$ cat config.mk
export PLATFORM = sky130hd
export DESIGN_NAME = dram_arbiter
export DESIGN_NICKNAME = d
export VERILOG_FILES = /design/src/rtl/dram_arb_pkg.sv /design/src/rtl/dram_arbiter_rr_grant.sv /design/src/rtl/dram_arbiter.sv
export SDC_FILE = /design/constraint.sdc
export NUM_CORES = 1
export LEC_CHECK = 0
export ABC_AREA = 1
export CORE_UTILIZATION = 30
export DETAILED_ROUTE_END_ITERATION = 7
export SLEW_MARGIN = 30
export SYNTH_ARGS = -nofsm -noshare
export SYNTH_HDL_FRONTEND = slang
export SYNTH_HIERARCHICAL = 1
export SYNTH_SLANG_ARGS = --single-unit
$ cat constraint.sdc
create_clock -name clk -period 1.29 [get_ports clk]
set_input_delay 0.1935 -clock clk [delete_from_list [all_inputs] [get_ports clk]]
set_output_delay 0.1935 -clock clk [all_outputs]
set_load 0.01 [all_outputs]
$ cat src/rtl/dram_arb_pkg.sv
// dram_arb_pkg: shared default widths and the FSM state type for dram_arbiter.
package dram_arb_pkg;

  localparam int AW_DEFAULT = 20;
  localparam int DW_DEFAULT = 8;

  typedef enum logic [1:0] {
    IDLE  = 2'd0,
    ISSUE = 2'd1,
    WAIT  = 2'd2
  } arb_state_t;

endpackage

$ cat src/rtl/dram_arbiter_rr_grant.sv
// rr_grant: combinational one-hot grant plus winner index from a request vector.
// With DRAM_ARB_RR_EN defined the search starts at i_ptr and wraps; otherwise
// the lowest requesting index wins and there is no pointer input.
module rr_grant #(
  parameter int NREQ = 2,
  parameter int IW   = 1
) (
  input  logic [NREQ-1:0] i_req,
`ifdef DRAM_ARB_RR_EN
  input  logic [IW-1:0]   i_ptr,
`endif
  output logic [NREQ-1:0] o_grant,
  output logic [IW-1:0]   o_idx
);

  // First requester found in search order wins.
  always_comb begin
    logic        w_found;
    int unsigned w_j;
    o_grant = '0;
    o_idx   = '0;
    w_found = 1'b0;
    w_j     = 0;
    for (int unsigned k = 0; k < NREQ; k++) begin
`ifdef DRAM_ARB_RR_EN
      w_j = (32'(i_ptr) + k) % NREQ;
`else
      w_j = k;
`endif
      if (!w_found && i_req[w_j]) begin
        w_found      = 1'b1;
        o_grant[w_j] = 1'b1;
        o_idx        = IW'(w_j);
      end
    end
  end

endmodule

$ cat src/rtl/dram_arbiter.sv
// dram_arbiter: shares one dram_ori port among NREQ requesters, one command in
// flight at a time (IDLE -> ISSUE -> [WAIT] -> IDLE).
// Build option: define DRAM_ARB_RR_EN for round-robin arbitration; otherwise
// fixed priority with requester 0 highest.
module dram_arbiter
  import dram_arb_pkg::*;
#(
  parameter int NREQ = 2,
  parameter int AW   = AW_DEFAULT,
  parameter int DW   = DW_DEFAULT
) (
  input  logic               clk,
  input  logic               rst,
  input  logic [NREQ-1:0]    req_valid,
  input  logic [NREQ-1:0]    req_we,
  input  logic [NREQ*AW-1:0] req_addr,
  input  logic [NREQ*DW-1:0] req_wdata,
  output logic [NREQ-1:0]    req_ready,
  output logic [NREQ-1:0]    rsp_valid,
  output logic [DW-1:0]      rsp_rdata,
  output logic               mem_ren,
  output logic               mem_wen,
  output logic [AW-1:0]      mem_raddr,
  output logic [AW-1:0]      mem_waddr,
  output logic [DW-1:0]      mem_wdata,
  input  logic [DW-1:0]      mem_rdata
);

  localparam int IW = (NREQ > 1) ? $clog2(NREQ) : 1;

  arb_state_t        r_state;
  arb_state_t        w_state_nxt;
  logic [NREQ-1:0]   w_grant;
  logic [NREQ-1:0]   w_ready;
  logic [IW-1:0]     w_win;
  logic              w_hs;
  logic              w_win_we;
  logic [AW-1:0]     w_win_addr;
  logic [DW-1:0]     w_win_wdata;

  logic [IW-1:0]     r_idx;
  logic              r_mem_ren;
  logic              r_mem_wen;
  logic [AW-1:0]     r_mem_raddr;
  logic [AW-1:0]     r_mem_waddr;
  logic [DW-1:0]     r_mem_wdata;
  logic [DW-1:0]     r_rsp_rdata;
  logic [NREQ-1:0]   r_rsp_valid;

`ifdef DRAM_ARB_RR_EN
  logic [IW-1:0]     r_ptr;
`endif

  rr_grant #(
    .NREQ (NREQ),
    .IW   (IW)
  ) u_grant (
    .i_req   (req_valid),
`ifdef DRAM_ARB_RR_EN
    .i_ptr   (r_ptr),
`endif
    .o_grant (w_grant),
    .o_idx   (w_win)
  );

  assign w_win_we    = req_we[w_win];
  assign w_win_addr  = req_addr[w_win*AW +: AW];
  assign w_win_wdata = req_wdata[w_win*DW +: DW];

  // State register.
  always_ff @(posedge clk) begin
    if (rst) r_state <= IDLE;
    else     r_state <= w_state_nxt;
  end

  // Next state and ready: grants are offered only in IDLE and never during reset.
  always_comb begin
    w_state_nxt = r_state;
    w_ready     = '0;
    w_hs        = 1'b0;
    case (r_state)
      IDLE: begin
        if (!rst) w_ready = w_grant;
        w_hs = |(w_ready & req_valid);
        if (w_hs) w_state_nxt = ISSUE;
      end
      ISSUE:   w_state_nxt = r_mem_ren ? WAIT : IDLE;
      WAIT:    w_state_nxt = IDLE;
      default: w_state_nxt = IDLE;
    endcase
  end

  // Strobes are registered at the handshake edge so they occupy exactly the ISSUE
  // cycle; the WAIT cycle's edge captures read data and raises the response pulse.
  always_ff @(posedge clk) begin
    if (rst) begin
      r_idx       <= '0;
      r_mem_ren   <= 1'b0;
      r_mem_wen   <= 1'b0;
      r_mem_raddr <= '0;
      r_mem_waddr <= '0;
      r_mem_wdata <= '0;
      r_rsp_rdata <= '0;
      r_rsp_valid <= '0;
    end else begin
      r_mem_ren   <= w_hs & ~w_win_we;
      r_mem_wen   <= w_hs & w_win_we;
      r_rsp_valid <= '0;
      if (w_hs) begin
        r_idx <= w_win;
        if (w_win_we) begin
          r_mem_waddr <= w_win_addr;
          r_mem_wdata <= w_win_wdata;
        end else begin
          r_mem_raddr <= w_win_addr;
        end
      end
      if (r_state == WAIT) begin
        r_rsp_rdata        <= mem_rdata;
        r_rsp_valid[r_idx] <= 1'b1;
      end
    end
  end

`ifdef DRAM_ARB_RR_EN
  // Round-robin pointer: search restarts just past the last winner.
  always_ff @(posedge clk) begin
    if (rst) begin
      r_ptr <= '0;
    end else if (w_hs) begin
      r_ptr <= (w_win == IW'(NREQ - 1)) ? '0 : w_win + 1'b1;
    end
  end
`endif

  assign req_ready = w_ready;
  assign rsp_valid = r_rsp_valid;
  assign rsp_rdata = r_rsp_rdata;
  assign mem_ren   = r_mem_ren;
  assign mem_wen   = r_mem_wen;
  assign mem_raddr = r_mem_raddr;
  assign mem_waddr = r_mem_waddr;
  assign mem_wdata = r_mem_wdata;

endmodule

# == Word-level counts from Yosys, hierarchy flattened ==
# Cells that the tools add are included.
# classes
muxes,13
bitwise_logic,5
shift,2
order_cmp,3
eq_ne,3
reduce_logical,8
n_mul,1
# op_table
cell,n
40-bit by 7-bit indexed part select with 20-bit output,1
16-bit by 5-bit indexed part select with 8-bit output,1
2-bit 2-to-1 mux,5
1-bit 2-to-1 mux,6
"1-bit by 2-bit < comparator with 1-bit output, second input constant",2
"1-bit by 3-bit multiplier with 4-bit output, second input constant",1
2-bit one-hot mux with 2 select lines,1
2-bit AND reduction,2
2-bit OR reduction,2
1-bit bitwise AND,2
2-bit bitwise AND,1
"2-bit by 1-bit equality test with 1-bit output, second input constant",1
"2-bit equality test, second input constant",1
1-bit logical AND,2
2-bit zero test,1
"2-bit inequality test, second input constant",1
1-bit inverter,2
1-bit demux with 1-bit select,1
"1-bit >= comparator, second input constant",1
1-bit zero test,1
# totals
ff_bits,63
output_inout_bits,62

# == Depth between registers and ports, before layout ==
# Gate-level depths: netlist of the first run.
# depth
depth_word,10
ltp_mapped,10
ltp_nobuf,9

# == Modules after synthesis ==
# Netlist of the first run, hierarchy kept.
# modules_own_cells
module,cells_per_inst,area_per_inst_um2,n_inst,seq_area_each_um2
dram_arbiter,556,3269.4,1,1261.2
rr_grant,4,25.0,1,0.0

# == Worst setup path after synthesis of the first run ==
# OpenSTA, ideal clock, no wires.
# synth_path
path_kind,input port to flip-flop
startpoint,input port req_valid[1]
endpoint,register r_mem_wdata[0] (netlist: mem_wdata[0])
path_slack_ps,63
arrival_ps,1114
required_time_ps,1177
path_buffers,2
path_stages,9
path_cell_list,inv_1 nor2_2 buf_4 nand3_1 nand2_2 nand3_4 buf_2 nor2_1 nor2_1
# synth_via
elab_chain_cells,8
word_cells_on_any_way,11
cone_classes,shift (1); mux (6); bitwise (1); reduce/logical (3)
# synth_rtl
item,line,text
"start, declared",dram_arbiter.sv:14,"input logic [NREQ-1:0] req_valid,"
1-bit logical AND (*),dram_arbiter_rr_grant.sv:30,if (!w_found && i_req[w_j]) begin
1-bit 2-to-1 mux (*),dram_arbiter_rr_grant.sv:30,
named net w_win,dram_arbiter.sv:35,logic [IW-1:0] w_win;
2-bit 2-to-1 mux,dram_arbiter.sv:83,if (!rst) w_ready = w_grant;
2-bit 2-to-1 mux,dram_arbiter.sv:81,case (r_state)
2-bit bitwise AND,dram_arbiter.sv:84,w_hs = |(w_ready & req_valid);
2-bit OR reduction,dram_arbiter.sv:84,
1-bit 2-to-1 mux,dram_arbiter.sv:81,
2-bit AND reduction (no line),n/a,
"end signal, assigned",dram_arbiter.sv:113,r_mem_wdata <= w_win_wdata;
"end, declared",dram_arbiter.sv:46,logic [DW-1:0] r_mem_wdata;
# Mark *: on every way through the listed nets, which the timed path passes. The rest lies on a longest branch. The select of a mux whose other input is x is not followed.
# A chain may end at the register's enable or synchronous reset.

# == Final worst setup path of the first run ==
# layout_path
startpoint,register r_state[0]
endpoint,output port req_ready[1]
# layout_via
elab_chain_cells,2
# layout_rtl
item,line,text
"start, declared",dram_arbiter.sv:31,arb_state_t r_state;
"start signal, assigned",dram_arbiter.sv:73,else r_state <= w_state_nxt;
2-bit zero test,dram_arbiter.sv:81,
2-bit 2-to-1 mux,dram_arbiter.sv:81,
"end, declared",dram_arbiter.sv:18,"output logic [NREQ-1:0] req_ready,"
# Every way passes these cells.

==> reports/summary.txt, run 1 <==
================================================================================
Required time at the endpoint of the critical path                       1.10 ns
Number of vias after detailed routing                                       3517
Data arrival time of the critical path                                   1.07 ns
Initial standard-cell utilization of the core                              31.5%
Starting DRC count in detailed routing                                       112
Instance count after placement with tap cells included                       823
Number of filler cells placed in the layout                                 1104
Core Footprint                                                        0.0105 mm²
Post-Route Skew                                                        0.0117 ns
Post-layout min period                                                   1.27 ns
Cells taking the most area after synthesis                          sky130_fd_sc_hd__dfxtp_1, sky130_fd_sc_hd__nand2_1, sky130_fd_sc_hd__inv_1
Setup slack of the critical path after layout                          0.0216 ns
Number of buffers added on ports                                             131
Worst Setup Slack post-DPL                                             -0.527 ns
Leakage power                                                         0.00288 µW
CTS H-tree lvls                                                                3
Hold/Removal Path Class                                             flop to flop
Worst setup path end                                                req_ready[1]
Worst slew pin tran                                                     0.503 ns
EDFF count, synth                                                              0
Type of origin of the critical path                                         flop
DRT Wirelength                                                           9280 µm
Post-route ant nets                                                            0
Warning count from the yosys run                                               6
Proportion of layout cells with a drive suffix above 1                     10.5%
Final standard cell utilization of the core                                48.9%
Horiz. Die Dim                                                            107 µm
Worst setup path startpoint                                           r_state[0]
Power density over the cells                                          976 mW/mm²
Predominant post-synthesis flop cell                                sky130_fd_sc_hd__dfxtp_1
VDD IR-drop max                                                         0.587 mV
Vertical die dimension                                                    107 µm
DIE AREA                                                              0.0114 mm²
Routability Congestion                                                     0.796
Detailed-route DRC error count                                                 0
Unrepaired setup endpoints after global routing                             true
Worst Reg2Reg Path Length in Cells                                             7
Max Fclk                                                                 788 MHz
Max Transition Viols Final                                                     0
FFs w/ async S/R, synth                                                       0%
Final period utilization                                                   98.3%
Flip-flop and latch count after synthesis                                     63
Nature of the critical path endpoint                                primary output
Post-Synthesis Cell Area                                             0.00329 mm²
Clock Pin Slew Worst Setup and Hold Paths                                0.08 ns
Status                                                              finished clean
Clock tree from TritonCTS                                                    yes
Syn-to-layout area delta                                                   55.3%
Reg-to-Reg Start                                                      r_state[0]
Hpwl dp                                                                  6900 µm
Number of antenna diodes                                                       0
Number of antenna violations at the first check in global routing              0
First-pass GRT wire length                                              15300 µm
Post-route cell area                                                 0.00512 mm²
Count of pins on the block boundary                                          132
Total overflow reported by the global router                                   0
Buffers from clock root to sink, at most                                       2
Number of hold violations in the final report                                  0
Non-filler cells in the finished layout                                      843
Master cell of the clock root buffer                                sky130_fd_sc_hd__clkbuf_8
Cell area after placement                                            0.00490 mm²
Worst setup slack for register-to-register paths                         0.06 ns
Clock insertion delay at the later pin of the skew report                0.33 ns
Number of vias per cell                                                     4.17
Largest net degree at the start of global routing                             50
Vias in the first global route                                              3321
Multi-input combinational cell area                                  0.00141 mm²
Number of nets in the finished design                                        772
Setup Crit Path Kind                                                flop to primary output
Max-cap violation count                                                        0
Reg2reg end                                                         mem_wdata[1]
Final setup viols                                                              0
Worst slew margin                                                          66.5%
First-pass detailed-route iteration total                                      4
Number of different library cells in the post-synthesis netlist               18
Share of Yosys cell area claimed by the top area cell type                 38.3%
Register area                                                        0.00126 mm²
Global-route usage over all layers                                         16.9%
Post-Syn Nets                                                                630
Number of hold buffers added after cts                                         0
CTS sink cnt                                                                  63
Routed length per instance                                               11.0 µm
Mean post-synth cell area                                               5.88 µm²
Row Count                                                                     37
Sequential fraction of the synthesis area                                  38.3%
Number of buffers created by CTS                                               9
Maximum fanout encountered on the critical timing path                         3
Mapped Cells                                                                 560
Worst hold margin                                                       0.447 ns
Area leader, netlist                                                sky130_fd_sc_hd__dfxtp_1
================================================================================
-- through the flow --
| step | setup TNS (ns) | total power [µW] |
|---|---|---|
| floorplan | 0 | 2610 |
| global placement | -24.15 | 3140 |
| detailed placement | -26.13 | 3150 |
| CTS | 0 | 5050 |
| global route | -0.523 | 5270 |
| finish | 0 | 4990 |
-- kinds of logic after synthesis --
group / count (synthesis) / synth area share (%)
buffers and inverters: 170 / 20.1
and+or+nand+nor: 318 / 40.2
DFF: 63 / 38.3
AOI/OAI and AO/OA: 9 / 1.37
-- worst min path at each step --
stage                       from            to  slack [ns]  cells after the start
floorplan                    rst    r_state[1]        0.27                      1
global placement           r_idx  rsp_valid[0]        0.44                      1
detailed placement         r_idx  rsp_valid[0]        0.44                      1
CTS                        r_idx  rsp_valid[0]        0.45                      1
global route        mem_rdata[4]  rsp_rdata[4]        0.49                      3
finish                     r_idx  rsp_valid[0]        0.45                      1
-- layout make-up --
class | count | area share (%)
clock buffers | 9 | 2.42
clock inverters | 7 | 1.91
inverters | 138 | 10.1
multi-input cells | 327 | 27.6
flip-flops and latches | 63 | 24.7
well taps | 136 | 3.33
repair buffers | 163 | 30.0
-- timing repair --
action / 4_1_cts / 5_1_grt
buffers inserted: 1 / 2
pin swaps: 2 / 2
setup endpoints to repair: 112 / 50
gates cloned: 1 / 0
gates resized for setup: 82 / 6
-- power breakdown --
part | switching [µW] | total, µW | internal [µW]
Sequential | 43.2 | 2070 | 2030
Clock | 828 | 1920 | 1090
Combinational | 507 | 1000 | 496
-- sequential cells by signal, summed over array words and instances (netlist names) --
signal / cells
mem_wen: 1
rsp_rdata: 8
mem_wdata: 8
mem_raddr: 20
mem_ren: 1
rsp_valid: 2
r_state: 2
r_idx: 1
mem_waddr: 20
-- per-layer routing --
metal / share of wire [%] / up-vias / GRT usage [%]
li1: - / 1905 / -
met1: 47 / 1533 / 21.5
met2: 48 / 77 / 28.8
met3: 5.2 / 2 / 4.01
met4: 0.31 / 0 / 4.40
met5: 0 / - / 0
-- critical path: stages, from the launching register on --
cell	delay (ns)
sky130_fd_sc_hd__dfxtp_2	0.34
sky130_fd_sc_hd__nor2_4	0.13
sky130_fd_sc_hd__inv_2	0.06
sky130_fd_sc_hd__nor2_1	0.08
sky130_fd_sc_hd__buf_2	0.13
-- cells in the final DEF, fill, tap and decap left out, types with 3 or more instances in the layout --
master and n:
sky130_fd_sc_hd__nand2_1 191, sky130_fd_sc_hd__inv_1 124, sky130_fd_sc_hd__nor2_1 76, sky130_fd_sc_hd__clkdlybuf4s50_1 67
sky130_fd_sc_hd__dlygate4sd2_1 62, sky130_fd_sc_hd__dfxtp_1 61, sky130_fd_sc_hd__nand4_1 40, sky130_fd_sc_hd__buf_4 22
sky130_fd_sc_hd__inv_2 14, sky130_fd_sc_hd__clkbuf_8 9, sky130_fd_sc_hd__o21ai_0 8, sky130_fd_sc_hd__buf_6 4
sky130_fd_sc_hd__buf_12 4, sky130_fd_sc_hd__buf_2 3
-- synthesized netlist by cell type (2+ instances only) --
cell and n:
sky130_fd_sc_hd__nor3_1 2, sky130_fd_sc_hd__nand3_1 3, sky130_fd_sc_hd__buf_2 14, sky130_fd_sc_hd__nand2_1 192, sky130_fd_sc_hd__inv_1 127, sky130_fd_sc_hd__buf_4 2
sky130_fd_sc_hd__buf_1 3, sky130_fd_sc_hd__dfxtp_1 63, sky130_fd_sc_hd__o21ai_0 8, sky130_fd_sc_hd__clkbuf_1 13, sky130_fd_sc_hd__nor2_2 2, sky130_fd_sc_hd__inv_2 11
sky130_fd_sc_hd__nor2_1 76, sky130_fd_sc_hd__nand4_1 40
Note: power is estimated with default switching activity, not from simulation.
==> run 2: changes to the inputs <==
CAP_MARGIN = 20   (was not set)
SYNTH_HIERARCHICAL = not set   (was 1)
==> run 2 against run 1 <==
The run now ends with negative setup slack left. Clock skew fell by 0.0024 ns. Register-to-register slack worse by 0.14 ns. Sequential share of layout area fell by 1.7 points. Area after synthesis decreased by 8.6%. Via count down 1.1%. Global-route usage rose by 3.4 points. Synthesized cell count decreased by 18%.
==> reports/summary.txt, run 2 <==
================================================================================
Final period utilization                                                    106%   +7.5 points
Sequential Power Share                                                     40.8%   -0.7 points
Row Count                                                                     36   -2.7%
DIE AREA                                                              0.0104 mm²   -8.4%
Largest net degree at the start of global routing                             49   -2.0%
Sum of negative setup slack                                             -2.05 ns   -2.05 ns
Number of nets in the finished design                                        683   -12%
Max Transition Viols Final                                                     0   unchanged
Post-route cell area                                                 0.00551 mm²   +7.6%
Sequential fraction of the synthesis area                                  41.9%   +3.6 points
Final setup viols                                                             50   +50
Clock insertion delay at the later pin of the skew report                0.34 ns   about the same
Cell-internal power                                                      3640 µW   +0.78%
Mapped Cells                                                                 457   -18%
Core Footprint                                                       0.00973 mm²   -7.0%
Hold/Removal Path Class                                             input port to flop
Relative contribution of the clock network to total power                  29.8%   -8.6 points
Post-route ant nets                                                            0   unchanged
Type of origin of the critical path                                         flop
Required time at the endpoint of the critical path                       1.53 ns   +0.43 ns
Cell area after placement                                            0.00456 mm²   -6.8%
Detailed-route DRC error count                                                 0   unchanged
VDD IR-drop max                                                         0.467 mV   -21%
Commonest cells in the synthesized netlist                          sky130_fd_sc_hd__nand2_1, sky130_fd_sc_hd__nor2_1, sky130_fd_sc_hd__dfxtp_1, sky130_fd_sc_hd__nand3_1, sky130_fd_sc_hd__a21oi_1
Post-Route Skew                                                       0.00926 ns   -0.00242 ns
Highest-count cells in the layout ignoring fill and taps            sky130_fd_sc_hd__nand2_1, sky130_fd_sc_hd__nor2_1, sky130_fd_sc_hd__clkdlybuf4s50_1, sky130_fd_sc_hd__dlygate4sd2_1, sky130_fd_sc_hd__dfxtp_1
Setup Crit Path Kind                                                flop to flop
Clock tree from TritonCTS                                                    yes
Post-layout min period                                                   1.37 ns   +0.0974 ns
Number of different library cells in the post-synthesis netlist               17   -1
Net switching power                                                      1580 µW   +14%
FFs w/ async S/R, synth                                                       0%   unchanged
Vertical die dimension                                                    102 µm   -4.3%
Number of buffers added on ports                                             131   unchanged
Number of vias after detailed routing                                       3478   -1.1%
Setup slack of the critical path after layout                         -0.0757 ns   -0.0974 ns
Maximum fanout encountered on the critical timing path                         5   +2
Power density over the cells                                          948 mW/mm²   -2.8%
Worst slew margin                                                          64.9%   -1.6 points
Buffers from clock root to sink, at most                                       2   unchanged
Leakage power                                                         0.00267 µW   -7.3%
Nature of the critical path endpoint                                        flop
Vias in the first global route                                              3189   -4.0%
Leading cell type in the layout, fill and taps excluded             sky130_fd_sc_hd__nand2_1
Max-cap violation count                                                        0   unchanged
Sw frac                                                                    30.2%   +2.6 points
Number of filler cells placed in the layout                                  960   -13%
Number of vias per cell                                                     4.63   +11%
Mean post-synth cell area                                               6.59 µm²   +12%
Status                                                              finished with violations
Initial standard-cell utilization of the core                              31.0%   -0.53 points
Number of antenna violations at the first check in global routing              0   unchanged
Global-route usage over all layers                                         20.3%   +3.4 points
Comb pwr share                                                             29.5%   +9.4 points
Master cell of the clock root buffer                                sky130_fd_sc_hd__clkbuf_8
Worst slew pin tran                                                     0.526 ns   +0.0239 ns
Number of antenna diodes                                                       0   unchanged
Routability Congestion                                                     0.748   -6.0%
DRT Wirelength                                                          10700 µm   +15%
First-pass detailed-route iteration total                                      5   +1
Unrepaired setup endpoints after global routing                             true
First-pass GRT wire length                                              16100 µm   +5.0%
Clock Pin Slew Worst Setup and Hold Paths                                0.08 ns   about the same
Number of buffers created by CTS                                               9   unchanged
Hpwl dp                                                                  5970 µm   -13%
Horiz. Die Dim                                                            102 µm   -4.3%
Warning count from the yosys run                                               0   -6
Instance count after placement with tap cells included                       707   -14%
Non-filler cells in the finished layout                                      751   -11%
Cells taking the most area after synthesis                          sky130_fd_sc_hd__dfxtp_1, sky130_fd_sc_hd__nand2_1, sky130_fd_sc_hd__nand3_1
Post-Syn Nets                                                                527   -16%
Proportion of layout cells with a drive suffix above 1                     19.6%   +9.1 points
Count leader, synth                                                 sky130_fd_sc_hd__nand2_1
Max Fclk                                                                 732 MHz   -7.1%
Starting DRC count in detailed routing                                        71   -37%
Post-Synthesis Cell Area                                             0.00301 mm²   -8.6%
Predominant post-synthesis flop cell                                sky130_fd_sc_hd__dfxtp_1
Count of pins on the block boundary                                          132   unchanged
Flip-flop and latch count after synthesis                                     63   unchanged
Worst Setup Slack post-DPL                                             -0.512 ns   +0.0148 ns
Syn-to-layout area delta                                                   82.8%
CTS sink cnt                                                                  63   unchanged
Total overflow reported by the global router                                   0   unchanged
Violations in the final reports                                     negative setup slack
Number of hold violations in the final report                                  0   unchanged
Share of Yosys cell area claimed by the top area cell type                 41.9%   +3.6 points
Area leader, netlist                                                sky130_fd_sc_hd__dfxtp_1
Routed length per instance                                               14.2 µm   +29%
EDFF count, synth                                                              0   unchanged
CTS H-tree lvls                                                                3   unchanged
Data arrival time of the critical path                                   1.60 ns   +0.53 ns
================================================================================
run 2: cell count changes after synthesis, moves of 9 or more:
cell | before | now
sky130_fd_sc_hd__nand2_1 | 192 | 112
sky130_fd_sc_hd__nand4_1 | 40 | 1
sky130_fd_sc_hd__inv_1 | 127 | 35
sky130_fd_sc_hd__inv_2 | 11 | 2
sky130_fd_sc_hd__nand3_1 | 3 | 58
sky130_fd_sc_hd__a21oi_1 | 1 | 48
sky130_fd_sc_hd__nand3b_1 | 0 | 21
run 2: critical path: stages, from the launching register on:
cell	delay (ns)
sky130_fd_sc_hd__dfxtp_2	0.33
sky130_fd_sc_hd__inv_2	0.07
sky130_fd_sc_hd__nand2_4	0.06
sky130_fd_sc_hd__buf_6	0.11
sky130_fd_sc_hd__nor2_4	0.12
sky130_fd_sc_hd__buf_12	0.13
sky130_fd_sc_hd__buf_12	0.13
sky130_fd_sc_hd__clkbuf_16	0.13
sky130_fd_sc_hd__nand3_1	0.07
sky130_fd_sc_hd__nand2_1	0.07
sky130_fd_sc_hd__nor2_1	0.04
run 2: stage by stage:
stage	hold slack [ns]	util, %	total power [µW]
floorplan	0.266	-	2730
detailed placement	0.411	46.9	3340
finish	0.249	56.6	5220
global route	0.263	56.6	5480
CTS	0.239	54.2	5160
global placement	0.408	46.9	3330
run 2: path summary, 6_finish.rpt:
kind                            startpoint       endpoint  slack, ns  cells past startpoint
worst max register to register  r_state[0]  mem_waddr[14]      -0.08                     10
worst min-delay path                   rst   rsp_valid[0]       0.25                      2
worst min register to register       r_idx   rsp_valid[0]       0.42                      1
worst max-delay path            r_state[0]  mem_waddr[14]      -0.08                     10
run 2: per-layer routing:
metal	vias to the layer above	part of all wire (%)	global-route usage (%)
li1	1782	-	-
met1	1575	44	25.2
met2	102	49	34.7
met3	19	4.9	3.83
met4	0	2.1	8.13
met5	-	0	0
run 2: what timing repair did:
action	4_1_cts	5_1_grt
pin swaps	6	6
setup buffers	14	1
cloned	12	3
endpoints found under the hold margin	0	0
endpoints found under the setup margin	110	52
gates resized for setup	121	39
hold buffers	0	0
run 2: logic make-up (layout without fill, tap and decap cells):
logic type	count (synthesis)	in the layout	synth area share, %
buffers and inverters	73	234	10.3
AO/OA/AOI/OAI	58	58	9.64
flip-flops	63	63	41.9
AND/OR/NAND/NOR	263	263	38.2
run 2: area by class of cell:
cell class	instances	area, µm²	share of cell area [%]
Clock buffer	11	141	2.57
Clock inverter	5	33.8	0.614
Inverter	37	139	2.52
Multi-Input combinational cell	321	1680	30.5
Sequential cell	63	1260	23.0
Tap cell	133	166	3.02
Timing Repair Buffer	181	2080	37.8
run 2: power by group through the flow:
stage | logic [µW] | clock network [µW] | registers, µW
3_3_place_gp | 1160 | 0 | 2170
3_5_place_dp | 1170 | 0 | 2170
4_1_cts | 1440 | 1590 | 2120
6_report | 1540 | 1550 | 2130
2_1_floorplan | 516 | 0 | 2210
5_1_grt | 1670 | 1670 | 2140
==> run 3: changes to the inputs <==
HOLD_SLACK_MARGIN = 0.05   (was not set)
SLEW_MARGIN = not set   (was 30)
==> results of run 3 <==
No change in the layout: final DEF, timing and power equal those of run 2.
